[src/rtl/fmrv32im_axi_arb_pkg.sv]
// Shared types and AXI constants for the fmrv32im instruction/data AXI arbiter.
// Round-robin arbitration is enabled by defining FMRV32IM_AXI_ARB_RR_EN.
package fmrv32im_axi_arb_pkg;

  typedef enum logic [2:0] {
    IDLE,
    RADDR,
    RDATA,
    WADDR,
    WRESP,
    DONE
  } state_t;

  localparam logic [2:0] AXI_SIZE_WORD  = 3'b010;
  localparam logic [1:0] AXI_BURST_INCR = 2'b01;
  localparam logic [1:0] AXI_RESP_OKAY  = 2'b00;
  localparam logic [3:0] AXI_CACHE_DEF  = 4'b0011;

endpackage

[src/rtl/fmrv32im_rr_arbiter.sv]
// Two-port grant selector, combinational, one-hot grant.
// FMRV32IM_AXI_ARB_RR_EN selects round-robin; otherwise port 0 has priority.
module fmrv32im_rr_arbiter
  import fmrv32im_axi_arb_pkg::*;
(
  input  logic [1:0] req,
  input  logic       last_grant,
  output logic [1:0] grant
);

`ifdef FMRV32IM_AXI_ARB_RR_EN
  always_comb begin
    grant = 2'b00;
    unique case (1'b1)
      (req == 2'b11): grant = last_grant ? 2'b01 : 2'b10;
      (req == 2'b01): grant = 2'b01;
      (req == 2'b10): grant = 2'b10;
      default:        grant = 2'b00;
    endcase
  end
`else
  logic unused_last_grant;

  assign unused_last_grant = last_grant;
  assign grant[0] = req[0];
  assign grant[1] = req[1] & ~req[0];
`endif

endmodule

[src/rtl/fmrv32im_axi_arbiter.sv]
// Arbitrates the instruction and data ports onto one single-beat AXI4 master.
// Build option: FMRV32IM_AXI_ARB_RR_EN enables round-robin grant.
module fmrv32im_axi_arbiter
  import fmrv32im_axi_arb_pkg::*;
#(
  parameter logic AXI_ID = 1'b0
) (
  input  logic             clk,
  input  logic             rst_n,
  input  logic [1:0]       req_valid,
  input  logic [1:0]       req_we,
  input  logic [1:0][31:0] req_addr,
  input  logic [1:0][31:0] req_wdata,
  input  logic [1:0][3:0]  req_wstb,
  output logic [1:0]       req_ready,
  output logic [31:0]      req_rdata,
  output logic             req_err,
  output logic             MM_AXI_AWID,
  output logic [31:0]      MM_AXI_AWADDR,
  output logic [7:0]       MM_AXI_AWLEN,
  output logic [2:0]       MM_AXI_AWSIZE,
  output logic [1:0]       MM_AXI_AWBURST,
  output logic             MM_AXI_AWLOCK,
  output logic [3:0]       MM_AXI_AWCACHE,
  output logic [2:0]       MM_AXI_AWPROT,
  output logic [3:0]       MM_AXI_AWQOS,
  output logic             MM_AXI_AWUSER,
  output logic             MM_AXI_AWVALID,
  input  logic             MM_AXI_AWREADY,
  output logic [31:0]      MM_AXI_WDATA,
  output logic [3:0]       MM_AXI_WSTRB,
  output logic             MM_AXI_WLAST,
  output logic             MM_AXI_WUSER,
  output logic             MM_AXI_WVALID,
  input  logic             MM_AXI_WREADY,
  input  logic             MM_AXI_BID,
  input  logic [1:0]       MM_AXI_BRESP,
  input  logic             MM_AXI_BUSER,
  input  logic             MM_AXI_BVALID,
  output logic             MM_AXI_BREADY,
  output logic             MM_AXI_ARID,
  output logic [31:0]      MM_AXI_ARADDR,
  output logic [7:0]       MM_AXI_ARLEN,
  output logic [2:0]       MM_AXI_ARSIZE,
  output logic [1:0]       MM_AXI_ARBURST,
  output logic [1:0]       MM_AXI_ARLOCK,
  output logic [3:0]       MM_AXI_ARCACHE,
  output logic [2:0]       MM_AXI_ARPROT,
  output logic [3:0]       MM_AXI_ARQOS,
  output logic             MM_AXI_ARUSER,
  output logic             MM_AXI_ARVALID,
  input  logic             MM_AXI_ARREADY,
  input  logic             MM_AXI_RID,
  input  logic [31:0]      MM_AXI_RDATA,
  input  logic [1:0]       MM_AXI_RRESP,
  input  logic             MM_AXI_RLAST,
  input  logic             MM_AXI_RUSER,
  input  logic             MM_AXI_RVALID,
  output logic             MM_AXI_RREADY
);

  state_t      state, state_n;
  logic [1:0]  grant;
  logic        gidx;
  logic        grant_q;
  logic        last_grant;
  logic        we_q;
  logic [31:0] addr_q;
  logic [31:0] wdata_q;
  logic [3:0]  wstb_q;
  logic        aw_done;
  logic        w_done;
  logic [31:0] rdata_q;
  logic        err_q;
  logic        unused_in;

  fmrv32im_rr_arbiter u_arb (
    .req        (req_valid),
    .last_grant (last_grant),
    .grant      (grant)
  );

  assign gidx = grant[1];

  assign unused_in = ^{MM_AXI_BID, MM_AXI_BUSER, MM_AXI_RID,
                       MM_AXI_RUSER, MM_AXI_RLAST, we_q};

  assign MM_AXI_AWID    = AXI_ID;
  assign MM_AXI_AWADDR  = addr_q;
  assign MM_AXI_AWLEN   = 8'd0;
  assign MM_AXI_AWSIZE  = AXI_SIZE_WORD;
  assign MM_AXI_AWBURST = AXI_BURST_INCR;
  assign MM_AXI_AWLOCK  = 1'b0;
  assign MM_AXI_AWCACHE = AXI_CACHE_DEF;
  assign MM_AXI_AWPROT  = 3'd0;
  assign MM_AXI_AWQOS   = 4'd0;
  assign MM_AXI_AWUSER  = 1'b0;
  assign MM_AXI_WDATA   = wdata_q;
  assign MM_AXI_WSTRB   = wstb_q;
  assign MM_AXI_WLAST   = 1'b1;
  assign MM_AXI_WUSER   = 1'b0;
  assign MM_AXI_ARID    = AXI_ID;
  assign MM_AXI_ARADDR  = addr_q;
  assign MM_AXI_ARLEN   = 8'd0;
  assign MM_AXI_ARSIZE  = AXI_SIZE_WORD;
  assign MM_AXI_ARBURST = AXI_BURST_INCR;
  assign MM_AXI_ARLOCK  = 2'b00;
  assign MM_AXI_ARCACHE = AXI_CACHE_DEF;
  assign MM_AXI_ARPROT  = 3'd0;
  assign MM_AXI_ARQOS   = 4'd0;
  assign MM_AXI_ARUSER  = 1'b0;
  assign req_rdata      = rdata_q;
  assign req_err        = err_q;

  always_comb begin
    state_n        = state;
    MM_AXI_ARVALID = 1'b0;
    MM_AXI_RREADY  = 1'b0;
    MM_AXI_AWVALID = 1'b0;
    MM_AXI_WVALID  = 1'b0;
    MM_AXI_BREADY  = 1'b0;
    req_ready      = 2'b00;
    unique case (state)
      IDLE: begin
        if (|req_valid)
          state_n = req_we[gidx] ? WADDR : RADDR;
      end
      RADDR: begin
        MM_AXI_ARVALID = 1'b1;
        if (MM_AXI_ARREADY) state_n = RDATA;
      end
      RDATA: begin
        MM_AXI_RREADY = 1'b1;
        if (MM_AXI_RVALID) state_n = DONE;
      end
      WADDR: begin
        MM_AXI_AWVALID = ~aw_done;
        MM_AXI_WVALID  = ~w_done;
        // both channels may finish in the same cycle
        if ((aw_done | MM_AXI_AWREADY) &&
            (w_done | MM_AXI_WREADY))
          state_n = WRESP;
      end
      WRESP: begin
        MM_AXI_BREADY = 1'b1;
        if (MM_AXI_BVALID) state_n = DONE;
      end
      DONE: begin
        req_ready[grant_q] = 1'b1;
        state_n = IDLE;
      end
      default: state_n = IDLE;
    endcase
  end

  always_ff @(posedge clk) begin
    if (!rst_n) begin
      state      <= IDLE;
      grant_q    <= 1'b0;
      last_grant <= 1'b1;
      we_q       <= 1'b0;
      addr_q     <= 32'd0;
      wdata_q    <= 32'd0;
      wstb_q     <= 4'd0;
      aw_done    <= 1'b0;
      w_done     <= 1'b0;
      rdata_q    <= 32'd0;
      err_q      <= 1'b0;
    end else begin
      state <= state_n;
      if (state == IDLE && |req_valid) begin
        grant_q    <= gidx;
        last_grant <= gidx;
        we_q       <= req_we[gidx];
        addr_q     <= req_addr[gidx];
        wdata_q    <= req_wdata[gidx];
        wstb_q     <= req_wstb[gidx];
        aw_done    <= 1'b0;
        w_done     <= 1'b0;
      end
      if (state == WADDR) begin
        if (MM_AXI_AWREADY) aw_done <= 1'b1;
        if (MM_AXI_WREADY)  w_done  <= 1'b1;
      end
      if (state == RDATA && MM_AXI_RVALID) begin
        rdata_q <= MM_AXI_RDATA;
        err_q   <= (MM_AXI_RRESP != AXI_RESP_OKAY);
      end
      if (state == WRESP && MM_AXI_BVALID)
        err_q <= (MM_AXI_BRESP != AXI_RESP_OKAY);
    end
  end

endmodule
[config.mk]
export PLATFORM = sky130hd
export DESIGN_NAME = fmrv32im_axi_arbiter
export DESIGN_NICKNAME = d
export VERILOG_FILES = /design/src/rtl/fmrv32im_axi_arb_pkg.sv /design/src/rtl/fmrv32im_rr_arbiter.sv /design/src/rtl/fmrv32im_axi_arbiter.sv
export SDC_FILE = /design/constraint.sdc
export NUM_CORES = 1
export LEC_CHECK = 0
export CORE_AREA = 5 5 146 148
export DETAILED_ROUTE_END_ITERATION = 16
export DIE_AREA = 0 0 151 153
export GPL_TIMING_DRIVEN = 0
export PLACE_DENSITY = 0.71
export SYNTH_ARGS = -nofsm -noshare
export SYNTH_HDL_FRONTEND = slang
export SYNTH_HIERARCHICAL = 1
export SYNTH_SLANG_ARGS = --single-unit
[constraint.sdc]
create_clock -name clk -period 1.9 [get_ports clk]
set_input_delay 0.285 -clock clk [delete_from_list [all_inputs] [get_ports clk]]
set_output_delay 0.285 -clock clk [all_outputs]
set_load 0.01 [all_outputs]
Yosys cells after proc, flatten, opt, wreduce, memory -nomap -nowiden
Index checks and enable logic that the tools add are counted.

$lt $le $gt $ge: 3. Eq/ne operators: 10. Muxes and demuxes: 31. Bitwise gates (word level): 6. Reduce and logical (&&, ||, !) cells: 11.

Operator list (number): $mux 32 (4); $mux 1 (16); $mux 3 (5); $pmux 3 s5 (1); $ne 2x2->1 const B (5); $mux 4 (2); $eq 3x2->1 const B (2); $eq 3x3->1 const B (2); $reduce_bool 2->1 (3); $logic_and 1x1->1 (5); $reduce_and 5->1 (1); $lt 1x2->1 const B (2); $mux 2 (2); $eq 3x1->1 const B (1); $logic_not 3->1 (1); $not 1->1 (3); $or 1x1->1 (2); $reduce_or 2->1 (1); $and 1x1->1 (1); $demux 1 s1 (1); $ge 1x1->1 const B (1).

Flip-flop bits (word level): 107. Input port bits: 188. Output and inout port bits: 197. Logic and storage cells: 70.

Longest topological paths before layout
Word-level depth: 7. Mapped depth: 7. Depth with buffers taken out: 4.

Hierarchy
The synthesis kept the hierarchy.

Modules (own cells, without submodules): fmrv32im_axi_arbiter (times used 1, cells an instance 594, area an instance 5517.8 µm², seq. area each 2162.1 µm²); fmrv32im_rr_arbiter (times used 1, cells an instance 2, area an instance 21.3 µm², seq. area each 0.0 µm²).

Worst setup path after synthesis
No wires, ideal clock.

Path type: flip-flop to output port. Start: register state[0]. End: output port req_ready[0]. Arrival: 1.136 ns. Setup slack: 0.479 ns. Stages on the path, launching flop included: 3. Path buffers: 1. Cell sequence: dfxtp_1 > clkbuf_1 > nor4b_1.

Longest elaborated chain between the ends: 2.

Ends and longest elaborated chain: start: declaration (line fmrv32im_axi_arbiter.sv:62) `state_t state, state_n;`; start signal: assignment (line fmrv32im_axi_arbiter.sv:170) `state <= state_n;`; $eq 3x3->1 (line fmrv32im_axi_arbiter.sv:123) `unique case (state)`; $mux 2 (line fmrv32im_axi_arbiter.sv:123); end: declaration (line fmrv32im_axi_arbiter.sv:15) `output logic [1:0] req_ready,`.

Every way passes these cells.

Worst setup path in the final report
Start: register state[2]. End: output port MM_AXI_BREADY.

Longest elaborated chain between the ends: 2.

Ends and longest elaborated chain: $eq 3x3->1 (line fmrv32im_axi_arbiter.sv:123); $mux 1 (line fmrv32im_axi_arbiter.sv:123); end: declaration (line fmrv32im_axi_arbiter.sv:40) `output logic MM_AXI_BREADY,`.

Every way passes these cells.

==> results by group <==
Clock network
  • Reg clk slew, reported paths: around 70 ps
  • Root Buffer: clkbuf_16
  • CTS tree: done
  • CTS Sinks: roughly 110
  • Post-CTS Setup Bufs: 0
  • Clk_lat worst skew: ~350 ps
  • Max Root-Sink Buffers: 2
  • H-tree levels: 3
  • CTS Buf Count: 9

STA
  • Period utilization: around 95%
  • Unrepaired setup endpoints after global routing: false
  • Minimum clock period: approximately 1800 ps
  • Endpoints failing hold: 0
  • Least-Margin Pin Slew: approximately 640 ps
  • Final setup fails: 0
  • Final setup margin: 87.9 ps
  • Fmax: between 0.5 and 0.6 GHz
  • Post-Route Skew: approximately 7.6 ps
  • Relative slew slack: ~58%
  • Final Max Tran Viols: 0

Place
  • Final GP Congestion: 0.812
  • Pre-CTS setup slack: -478 ps
  • Buffers on Ports: between 300 and 400
  • Dpl hpwl: 16000 um

Finish
  • Footprint of the multi-input gates: 2640 um^2
  • Fillers: 1902
  • Syn-to-layout area delta: 75.0%
  • NumNets Final: 1167
  • Register Area: 2140 um^2
  • Layout cell share with drive strength beyond 1: 14.6%
  • ANT cells: 0

Route
  • Drt wl/cell: between 15 and 20 um
  • DRT Wirelength: 19600 um
  • Post-route ant nets: 0
  • # DRC: 0
  • Initial DRT Pass Iterations: 4
  • Vias per cell: 4.21
  • Initial DRC Count: between 100 and 150
  • Vias: 5280

Critical path
  • Bufs and invs on worst path: 3
  • Slowest stage delay, CP: roughly 390 ps
  • Crit-path cells: buf_6 > inv_1 > nor3_1 > clkdlybuf4s15_1
  • Critical path's top delay family: buffers and inverters
  • Worst setup EP type: primary output
  • CP arrival: 1530 ps
  • Setup CP Type: flop to primary output
  • Critical Path Start Type: flop
  • Crit path required time: 1620 ps
  • Max FO, Critical Path: 10
  • Crit-path slowest cell: dfxtp_1

Synthesis
  • Mapped Area: 5500 um^2
  • Mapped Cells: between 500 and 600
  • Synth Warn #: 6
  • Avg Cell Area, Syn: 9.30 um^2

Floorplanning
  • Core area: 19900 um^2
  • Row Count: 52
  • Chip width: 151 um
  • Io pins: 385
  • Die height: 153 um
  • Starting density of the core: 27.6%
  • DIE AREA: between 20000 and 25000 um^2

Outcome
  • Status: complete, no violations

Pwr
  • NetSw: between 4 and 5 mW
  • PD cells: around 1200 nW/um^2
  • Register share of total power: 30.0%
  • Max IR drop VDD: 0.665 mV
  • Int Power: 7.83 mW
  • LEAKAGE: 4.50 nW
  • Tot Pwr: around 12 mW
  • Clock share of power: 18.5%
  • Switching Fraction: 34.2%
  • Combinational Power Share: 51.5%

GRT
  • Grt ovf: 0
  • First-pass GRT wire length: 29200 um
  • Pin count of the biggest net entering global routing: 18
  • Initial antenna violation count: 0
  • Vias in the first global route: 5330
  • All-layer global routing usage: 16.0%

Job
  • Number of max-cap violations: 0

Worst hold path
  • Worst hold path class: flop to flop
## state kept, by name, summed over array words and instances (netlist names)
name / cells
MM_AXI_ARADDR: 32
MM_AXI_WDATA: 32
MM_AXI_WSTRB: 4
aw_done: 1
grant_q: 1
req_err: 1
req_rdata: 32
state: 3
w_done: 1
## metrics by stage
| step | cell area (um^2) | std cells | util (%) | TNS (ps) | hold WS (ps) |
|---|---|---|---|---|---|
| final | 9630 | 1254 | 48.4 | 0 | 452 |
| after global placement | 9260 | 1238 | 46.5 | -14090 | 441 |
| after CTS | 9620 | 1254 | 48.3 | 0 | 454 |
| after global routing | 9630 | 1254 | 48.4 | 0 | 468 |
| after floorplan | 5710 | 647 | - | 0 | 420 |
| after detailed placement | 9260 | 1238 | 46.5 | -16870 | 444 |
## layout make-up
type | count | share of cell area [%]
plain buffers | 134 | 9.83
clock buffers | 11 | 2.52
clock inverters | 5 | 1.12
inverters | 1 | 0.0390
multi-input cells | 405 | 27.4
flip-flops and latches | 107 | 22.3
well taps | 270 | 3.51
repair buffers | 321 | 33.4
## cells in the final DEF (no fill, tap or decap), drive strengths merged
master         instances
nor4b                  4
conb                  57
nand3b                 1
a211oi                 1
dlygate4sd2            4
o211a                 68
o31ai                  1
or4                    1
nand2b                 1
o21ai                  3
a31oi                  2
clkbuf                26
bufinv                 3
and4b                  1
nand3                  3
dlymetal6s2s           1
a21boi                34
clkdlybuf4s50        314
o22ai                  1
nor3b                  1
nand2                138
dfxtp                107
nor2b                  4
clkdlybuf4s15          2
nor3                   2
nor2                   5
o211ai                 1
buf                  119
a22oi                  2
inv                    3
and3b                  1
mux2i                 68
a21oi                  1
and2                   2
nor4                   1
mux2                   1
## what timing repair did
| action | in CTS | in global routing |
|---|---|---|
| hold buffers | 0 | 0 |
| setup endpoints to repair | 18 | 2 |
| endpoints found under the hold margin | 0 | 0 |
| resized for setup | 16 | 3 |
## power groups by stage
stage          clock (mW)  combinational, mW  sequential [mW]
2_1_floorplan           0               2.77             3.82
3_3_place_gp            0               6.14             3.60
3_5_place_dp            0               6.19             3.61
4_1_cts              2.28               6.22             3.58
5_1_grt              2.38               6.62             3.67
6_report             2.20               6.13             3.57
## path summary, 6_finish.rpt
path	cells after the start	from	slack (ps)	endpoint
hold / removal	2	req_rdata[20]	450	req_rdata[20]
setup / recovery	4	state[2]	90	MM_AXI_BREADY
hold reg to reg	2	req_rdata[20]	450	req_rdata[20]
setup reg to reg	6	state[2]	340	MM_AXI_WDATA[27]
## tightest hold or removal path: cells and delay by family (launching register included)
family / cells / cell delay (ps)
AO/OA/AOI/OAI: 1 / 50
flip-flops: 1 / 310
AND/OR/NAND/NOR: 1 / 50
## routing by layer
| metal | up-vias | share of wire (%) | global-route usage (%) |
|---|---|---|---|
| met4 | 0 | 2.0 | 3.84 |
| met1 | 2365 | 40 | 18.1 |
| met2 | 236 | 49 | 28.8 |
| met3 | 21 | 9.6 | 5.60 |
| li1 | 2658 | - | - |
| met5 | - | 0 | 0 |
Power figures use the tool's default switching activity.
